## src/rtl/uart_receiver.sv

```systemverilog
// uart_receiver
//   Oversampling UART receiver: one start bit, DATA_SIZE data bits (LSB
//   first), one stop bit. The line is sampled at mid-bit using a sample tick
//   derived from clk. A received word is held in dout with a level valid flag
//   until the consumer acknowledges it.
//
// Ports
//   clk         in   system clock, rising edge
//   reset_n     in   asynchronous active-low reset
//   rx          in   asynchronous serial line, idle high
//   dout        out  last accepted data word
//   recv_valid  out  dout holds a word not yet acknowledged
//   recv_ack    in   consumer takes dout while recv_valid is high
//   frame_err   out  one-cycle pulse, stop bit sampled low
//   overrun_err out  one-cycle pulse, good word lost because dout was still full
module uart_receiver #(
  parameter int SYS_FREQ  = 50000000,
  parameter int BAUD_RATE = 9600,
  parameter int SAMPLE    = 16,
  parameter int BAUD_DV   = SYS_FREQ / (SAMPLE * BAUD_RATE),
  parameter int DATA_SIZE = 8
) (
  input  logic                 clk,
  input  logic                 reset_n,
  input  logic                 rx,
  output logic [DATA_SIZE-1:0] dout,
  output logic                 recv_valid,
  input  logic                 recv_ack,
  output logic                 frame_err,
  output logic                 overrun_err
);

  localparam int TICK_W = $clog2(BAUD_DV);
  localparam int SAMP_W = $clog2(SAMPLE);
  localparam int BIT_W  = $clog2(DATA_SIZE + 1);

  localparam logic [TICK_W-1:0] TICK_LAST      = TICK_W'(BAUD_DV - 1);
  localparam logic [TICK_W-1:0] TICK_ONE       = TICK_W'(1);
  localparam logic [SAMP_W-1:0] SAMP_HALF_LAST = SAMP_W'(SAMPLE / 2 - 1);
  localparam logic [SAMP_W-1:0] SAMP_LAST      = SAMP_W'(SAMPLE - 1);
  localparam logic [SAMP_W-1:0] SAMP_ONE       = SAMP_W'(1);
  localparam logic [BIT_W-1:0]  BIT_LAST       = BIT_W'(DATA_SIZE - 1);
  localparam logic [BIT_W-1:0]  BIT_FULL       = BIT_W'(DATA_SIZE);
  localparam logic [BIT_W-1:0]  BIT_ONE        = BIT_W'(1);

  typedef enum logic [1:0] {
    IDLE  = 2'd0,
    START = 2'd1,
    DATA  = 2'd2,
    STOP  = 2'd3
  } state_t;

  state_t               state_q, state_d;
  logic                 rx_meta_q, rx_meta_d;
  logic                 rx_sync_q, rx_sync_d;
  logic                 line_idle_seen_q, line_idle_seen_d;
  logic [TICK_W-1:0]    tick_cnt_q, tick_cnt_d;
  logic [SAMP_W-1:0]    samp_cnt_q, samp_cnt_d;
  logic [BIT_W-1:0]     bit_cnt_q, bit_cnt_d;
  logic [DATA_SIZE-1:0] shift_q, shift_d;
  logic [DATA_SIZE-1:0] dout_q, dout_d;
  logic                 recv_valid_q, recv_valid_d;
  logic                 frame_err_q, frame_err_d;
  logic                 overrun_err_q, overrun_err_d;

  logic rx_s;
  logic tick_s;
  logic mid_start_s;
  logic mid_bit_s;
  logic stop_sample_s;
  logic load_s;

  assign rx_s          = rx_sync_q;
  assign tick_s        = (tick_cnt_q == TICK_LAST);
  assign mid_start_s   = (state_q == START) && tick_s && (samp_cnt_q == SAMP_HALF_LAST);
  assign mid_bit_s     = tick_s && (samp_cnt_q == SAMP_LAST);
  assign stop_sample_s = (state_q == STOP) && mid_bit_s;
  // A good stop bit is taken when dout is free or being freed this very cycle.
  assign load_s        = stop_sample_s && rx_s && (!recv_valid_q || recv_ack);

  assign dout        = dout_q;
  assign recv_valid  = recv_valid_q;
  assign frame_err   = frame_err_q;
  assign overrun_err = overrun_err_q;

  // State and datapath registers with asynchronous reset.
  always_ff @(posedge clk or negedge reset_n) begin
    if (!reset_n) begin
      state_q          <= IDLE;
      rx_meta_q        <= 1'b1;
      rx_sync_q        <= 1'b1;
      line_idle_seen_q <= 1'b0;
      tick_cnt_q       <= '0;
      samp_cnt_q       <= '0;
      bit_cnt_q        <= '0;
      shift_q          <= '0;
      dout_q           <= '0;
      recv_valid_q     <= 1'b0;
      frame_err_q      <= 1'b0;
      overrun_err_q    <= 1'b0;
    end else begin
      state_q          <= state_d;
      rx_meta_q        <= rx_meta_d;
      rx_sync_q        <= rx_sync_d;
      line_idle_seen_q <= line_idle_seen_d;
      tick_cnt_q       <= tick_cnt_d;
      samp_cnt_q       <= samp_cnt_d;
      bit_cnt_q        <= bit_cnt_d;
      shift_q          <= shift_d;
      dout_q           <= dout_d;
      recv_valid_q     <= recv_valid_d;
      frame_err_q      <= frame_err_d;
      overrun_err_q    <= overrun_err_d;
    end
  end

  // Next-state logic of the frame FSM.
  always_comb begin
    state_d = state_q;
    case (state_q)
      IDLE: begin
        // Only start once the line has been seen idle since reset.
        if (line_idle_seen_q && !rx_s) begin
          state_d = START;
        end else begin
          state_d = IDLE;
        end
      end
      START: begin
        if (mid_start_s) begin
          state_d = rx_s ? IDLE : DATA;
        end else begin
          state_d = START;
        end
      end
      DATA: begin
        if (mid_bit_s && (bit_cnt_q == BIT_LAST)) begin
          state_d = STOP;
        end else begin
          state_d = DATA;
        end
      end
      STOP: begin
        // Leave on the mid-stop sample so a following start edge is not missed.
        if (mid_bit_s) begin
          state_d = IDLE;
        end else begin
          state_d = STOP;
        end
      end
      default: state_d = IDLE;
    endcase
  end

  // Counters, shift register and registered outputs.
  always_comb begin
    rx_meta_d        = rx;
    rx_sync_d        = rx_meta_q;
    line_idle_seen_d = line_idle_seen_q | rx_s;
    tick_cnt_d       = tick_cnt_q;
    samp_cnt_d       = samp_cnt_q;
    bit_cnt_d        = bit_cnt_q;
    shift_d          = shift_q;

    if (state_q == IDLE) begin
      tick_cnt_d = '0;
    end else if (tick_s) begin
      tick_cnt_d = '0;
    end else begin
      tick_cnt_d = tick_cnt_q + TICK_ONE;
    end

    case (state_q)
      IDLE: begin
        samp_cnt_d = '0;
        bit_cnt_d  = '0;
      end
      START: begin
        if (mid_start_s) begin
          samp_cnt_d = '0;
        end else if (tick_s) begin
          samp_cnt_d = samp_cnt_q + SAMP_ONE;
        end else begin
          samp_cnt_d = samp_cnt_q;
        end
      end
      DATA, STOP: begin
        if (mid_bit_s) begin
          samp_cnt_d = '0;
        end else if (tick_s) begin
          samp_cnt_d = samp_cnt_q + SAMP_ONE;
        end else begin
          samp_cnt_d = samp_cnt_q;
        end
        // LSB arrives first: enter at the MSB and shift right.
        if ((state_q == DATA) && mid_bit_s && (bit_cnt_q != BIT_FULL)) begin
          shift_d   = {rx_s, shift_q[DATA_SIZE-1:1]};
          bit_cnt_d = bit_cnt_q + BIT_ONE;
        end else begin
          shift_d   = shift_q;
          bit_cnt_d = bit_cnt_q;
        end
      end
      default: begin
        samp_cnt_d = '0;
        bit_cnt_d  = '0;
      end
    endcase

    frame_err_d   = stop_sample_s && !rx_s;
    overrun_err_d = stop_sample_s && rx_s && recv_valid_q && !recv_ack;

    if (load_s) begin
      dout_d       = shift_q;
      recv_valid_d = 1'b1;
    end else if (recv_valid_q && recv_ack) begin
      dout_d       = dout_q;
      recv_valid_d = 1'b0;
    end else begin
      dout_d       = dout_q;
      recv_valid_d = recv_valid_q;
    end
  end

endmodule

```

## config.mk

```make
export PLATFORM = sky130hd
export DESIGN_NAME = uart_receiver
export DESIGN_NICKNAME = d
export VERILOG_FILES = /design/src/rtl/uart_receiver.sv
export SDC_FILE = /design/constraint.sdc
export NUM_CORES = 1
export LEC_CHECK = 0
export CORE_MARGIN = 5
export CORE_UTILIZATION = 57
export CTS_CLUSTER_DIAMETER = 100
export DETAILED_ROUTE_END_ITERATION = 12
export PLACE_DENSITY = 0.78
export SLEW_MARGIN = 20
export SYNTH_ARGS = -nofsm -noshare
export SYNTH_HDL_FRONTEND = slang
export SYNTH_SLANG_ARGS = --single-unit
```

## constraint.sdc

```tcl
create_clock -name clk -period 2.6 [get_ports clk]
set_clock_uncertainty 0.05 [all_clocks]
set_input_delay 0.52 -clock clk [delete_from_list [all_inputs] [get_ports clk]]
set_output_delay 0.52 -clock clk [all_outputs]
set_load 0.02 [all_outputs]
```

Yosys cells after proc, flatten, opt, wreduce, memory -nomap -nowiden

Cells that the tools add are included.

Bits in registers: 41
Bits in latches: 0
Bits in writable memories: 0
Bits in read-only memories: 0
Bits of input ports: 4
Output and inout bits: 11
Logic and storage cells: 65
Memories kept: 0

Add/sub/neg operators: 3
Multipliers: 0
Divide/modulo/power cells: 0
Order comparisons: 0
Equality and inequality tests: 9
Shift operators: 0
Multiplexer cells: 16
Bitwise logic cells: 1
Reductions and logical operators: 24

Operators with widths:

| kind                | number |
|---|---|
| $mux 9              | 2 |
| $mux 4              | 4 |
| $logic_and 1x1->1   | 14 |
| $pmux 4 s3          | 1 |
| $add 9x1->9 const B | 1 |
| $eq 9x9->1 const B  | 1 |
| $add 4x1->4 const B | 2 |
| $eq 4x3->1 const B  | 2 |
| $pmux 2 s4          | 1 |
| $pmux 4 s2          | 1 |
| $mux 2              | 3 |
| $eq 2x2->1 const B  | 2 |
| $eq 4x4->1 const B  | 1 |
| $mux 1              | 4 |
| $ne 4x4->1 const B  | 1 |
| $reduce_and 2->1    | 2 |
| $reduce_bool 2->1   | 2 |
| $logic_not 1->1     | 3 |
| $eq 2x1->1 const B  | 1 |
| $logic_not 2->1     | 1 |
| $ne 2x2->1 const B  | 1 |
| $reduce_or 2->1     | 1 |
| $logic_or 1x1->1    | 1 |
| $or 1x1->1          | 1 |

Longest topological paths before layout

Depth after elaboration: 6
Gate-level depth with buffers: 8
Gate-level depth less buffers: 6

Worst setup path before layout

No wires, ideal clock.

Path kind: reg2reg
Start point: register tick_cnt_q[0]
End point: register shift_q[1]
Library setup time: 0.125 ns
Data arrival time: 2.095 ns
Data required time: 2.425 ns
Slack: 0.330 ns
Stages on the path, launching flop included: 9
Path buffers: 2
Period minus slack after synthesis: 2.270 ns
Path through: dfrtp_1 -> inv_1 -> ha_1 -> and4b_1 -> clkbuf_1 -> nand3_2 -> or4_4 -> buf_6 -> mux2_4

Word-level cells in the longest chain between the ends: 5

Ends and longest elaborated chain:

| what                           | line | RTL |
|---|---|---|
| start: declaration             | 57   | `logic [TICK_W-1:0] tick_cnt_q, tick_cnt_d;` |
| start signal: assignment       | 106  | `tick_cnt_q <= tick_cnt_d;` |
| $eq 9x9->1                     | 74   | `assign tick_s = (tick_cnt_q == TICK_LAST);` |
| $logic_and 1x1->1              | 76   | `assign mid_bit_s = tick_s && (samp_cnt_q == SAMP_LAST);` |
| $logic_and 1x1->1 (2 in a row) | 196  | `if ((state_q == DATA) && mid_bit_s && (bit_cnt_q != BIT_FULL)) begin` |
| $reduce_and 2->1 (no line)     | -    |  |
| end signal: assignment         | 109  | `shift_q <= shift_d;` |
| end: declaration               | 60   | `logic [DATA_SIZE-1:0] shift_q, shift_d;` |

No other way between the ends.
A chain may end at the register's enable or synchronous reset.

Worst setup path in the final report

Start point: register tick_cnt_q[0]
End point: register shift_q[2]

Same word-level chain as after synthesis.

==> impl_metrics.csv <==
group,metric,value,unit
pwr,peakVddDrop,0.4602,mV
finish,fin_nets,186,
synth,synth_enable_flop_cells,0,
pwr,p_leak,0.0009976,µW
clock_tree,clk_pin_slew,0.12,ns
finish,fillCellCount,260,
synth,synthTopCellsByArea,"dfrtp_1 51%, mux2_4 5.5%, mux2_2 5.3%, xor2_1 3.7%, nor2_1 3.4%",
worst_setup_path,start_kind,"register",
worst_setup_path,cp_top_family,"simple AND/OR/NAND/NOR gates",
clock_tree,cts_sinks,41,
worst_setup_path,cp_slowest_cell,"or4_4",
worst_setup_path,r2r_start,"tick_cnt_q[0]",
clock_tree,cts_setup_buffers,0,
global_route,grt_max_degree,42,
finish,final_cells,224,
placed_design,placedCellCount,216,
sta,clock.fmax,0.4283,GHz
sta,period_share,0.8979,
clock_tree,cts_tree,"done",
worst_setup_path,endpoint_kind,"register",
synth,synth.most_common_cell,"dfrtp_1",
global_route,grt_pass1_wl,5658,µm
pwr,power_per_cell_area,568.8,nW/µm²
sta,setup_viol,0,
sta,hold_viol,0,
routing,wl_per_cell,14.52,µm
worst_setup_path,crit_path_max_incr_delay,0.68,ns
floorplan,die_w,67.80,µm
synth,ys_warn_count,0,
sta,finalSetupTns,0,ns
global_route,gr-total-overflow,0,
finish,drive_gt1_frac,0.1798,
clock_tree,hold_buffers,0,
synth,ys_ff_latch,41,
floorplan,core-area,3284,µm²
routing,drt_wl_total,3253,µm
worst_hold_path,hold_path.class,"primary input to asynchronous set/reset pin",
finish,stdcell_area,2117,µm²
finish,antenna_cells,0,
global_route,grt_pass1_vias,1284,
synth,syn-cell-area,1904,µm²
placed_design,dp_hpwl,2280,µm
floorplan,row_count,21,
synth,synthDistinctLibCells,46,
routing,drt_iter0_markers,48,
synth,async_flop_share,1.000,
worst_setup_path,regToRegSetupSlack,0.27,ns
worst_setup_path,crit_chain,"inv_1 -> ha_1 -> and4b_1 -> nand3_2 -> or4_4 -> mux2_4",
routing,antenna_left,0,
flow_run,cap_violations,0,
floorplan,die_y,67.80,µm
routing,drt_pass1_iterations,4,
placed_design,gp_congestion,0.8326,
synth,ys_seq_area_frac,0.5401,
placed_design,placed_area,2062,µm²
finish,multi_input_area,814.5,µm²
synth,synth_flop_cell,"dfrtp_1",
synth,synth_area_per_cell,11.68,µm²
worst_setup_path,cp.arrival,2.53,ns
synth,synthCells,163,
sta,relSlewSlack,0.4194,
global_route,antenna_found_initial,0,
placed_design,place.port_buffers,14,
clock_tree,clock_latency,0.35,ns
synth,synth.top_cell.area_share,0.5125,
sta,setup_slack,0.2654,ns
finish,ff_latch_area,1028,µm²
worst_setup_path,cp_max_fo,11,
sta,worst_slew_pin_slew,0.8709,ns
clock_tree,numCtsBuffers,5,
floorplan,ios,15,
routing,viasPerCell,5.612,
floorplan,die_area,4597,µm²
worst_setup_path,path_buf_inv,1,
synth,synth_top_area_cell,"dfrtp_1",
sta,rsz0062_at_grt,"false",
floorplan,start_util,0.5798,
synth,yosys-top-cells-count,"39 x dfrtp_1, 17 x nor2_1, 11 x nand2_1",
sta,final_max_slew_viol_count,0,
synth,syn_nets,172,
global_route,gr-usage-all-layers,0.1714,
worst_setup_path,worst_ep_required_time,2.80,ns
clock_tree,cts_max_path_buffers,2,
clock_tree,htreeDepth,2,
clock_tree,cts-root-buf,"clkbuf_4",
sta,fin_crit,2.335,ns
worst_setup_path,r2r_cells,6,
outcome,status,"completed",
placed_design,dp_worst_setup_slack,0.2774,ns
pwr,fin_total_pwr,1204,µW
worst_setup_path,criticalPathCategory,"register to register",
finish,area_delta_synth_final,11.17,%
clock_tree,cts_resized,0,
routing,drc,0,
routing,vias,1257,
worst_setup_path,r2r-end,"shift_q[2]",
where the power goes:
| part | switching [µW] | leakage [µW] | internal, µW |
|---|---|---|---|
| Combinational | 84.9 | 0.000417 | 69.8 |
| Clock | 205 | 0.0000310 | 102 |
| Sequential | 64.2 | 0.000549 | 678 |
| Total | 354 | 0.000998 | 850 |
through the flow:
stage               utilization  hold slack (ns)
floorplan                     -           0.1744
global placement         0.6278           0.2968
detailed placement       0.6278           0.3000
CTS                      0.6446           0.2261
global route             0.6446           0.2783
finish                   0.6446           0.2187
cell families after synthesis:
family	share of synthesized area
AO/OA/AOI/OAI	0.06703
XOR/XNOR	0.04140
adder cells (fa/ha/maj)	0.03285
buffers and inverters	0.03220
flip-flops	0.5401
AND/OR/NAND/NOR	0.1676
multiplexers	0.1189
placed cells by master, fill, tap and decap left out, drive strengths merged, types with 2 or more instances in the layout:
master,n
ha,5
nand2b,2
mux2i,2
a21oi,2
or4,2
xor2,8
nand3,7
nor4,2
nand2,11
clkdlybuf4s50,13
nor2,17
mux2,16
clkbuf,5
nand4,4
clkinv,2
dfrtp,39
o21ai,7
dfstp,2
inv,7
worst reg2reg max path: stages, from the launching register on:
cell     delay [ns]
dfrtp_1        0.45
inv_1          0.08
ha_1           0.13
and4b_1        0.32
nand3_2        0.17
or4_4          0.69
mux2_4         0.34
flip-flops by register name (all words and copies together), names as in the netlist:
| name | flops |
|---|---|
| bit_cnt_q | 4 |
| dout | 8 |
| frame_err | 1 |
| line_idle_seen_q | 1 |
| overrun_err | 1 |
| recv_valid | 1 |
| rx_meta_q | 1 |
| rx_s | 1 |
| samp_cnt_q | 4 |
| shift_q | 8 |
| state_q | 2 |
| tick_cnt_q | 9 |
layer usage:
layer,wire length [µm],GRT usage,vias to the layer above
li1,-,-,604
met3,130,0.05491,4
met4,53,0.08437,0
met1,1440,0.1925,629
met5,0,0,-
met2,1628,0.2916,20
layout make-up:
type | count | area share
Tap cell | 46 | 0.02719
Clock buffer | 5 | 0.01773
Sequential cell | 41 | 0.4858
Timing Repair Buffer | 14 | 0.06383
Inverter | 7 | 0.01241
Clock inverter | 3 | 0.008274
Multi-Input combinational cell | 108 | 0.3848
worst max path at each step:
stage / start / end / depth (start not counted)
after floorplan: tick_cnt_q[0] / shift_q[1] / 8
after global placement: tick_cnt_q[0] / shift_q[6] / 6
after detailed placement: tick_cnt_q[0] / shift_q[2] / 6
after CTS: tick_cnt_q[0] / shift_q[2] / 6
after global routing: tick_cnt_q[0] / shift_q[2] / 6
final: tick_cnt_q[0] / shift_q[2] / 6
Note: power is estimated with default switching activity, not from simulation.
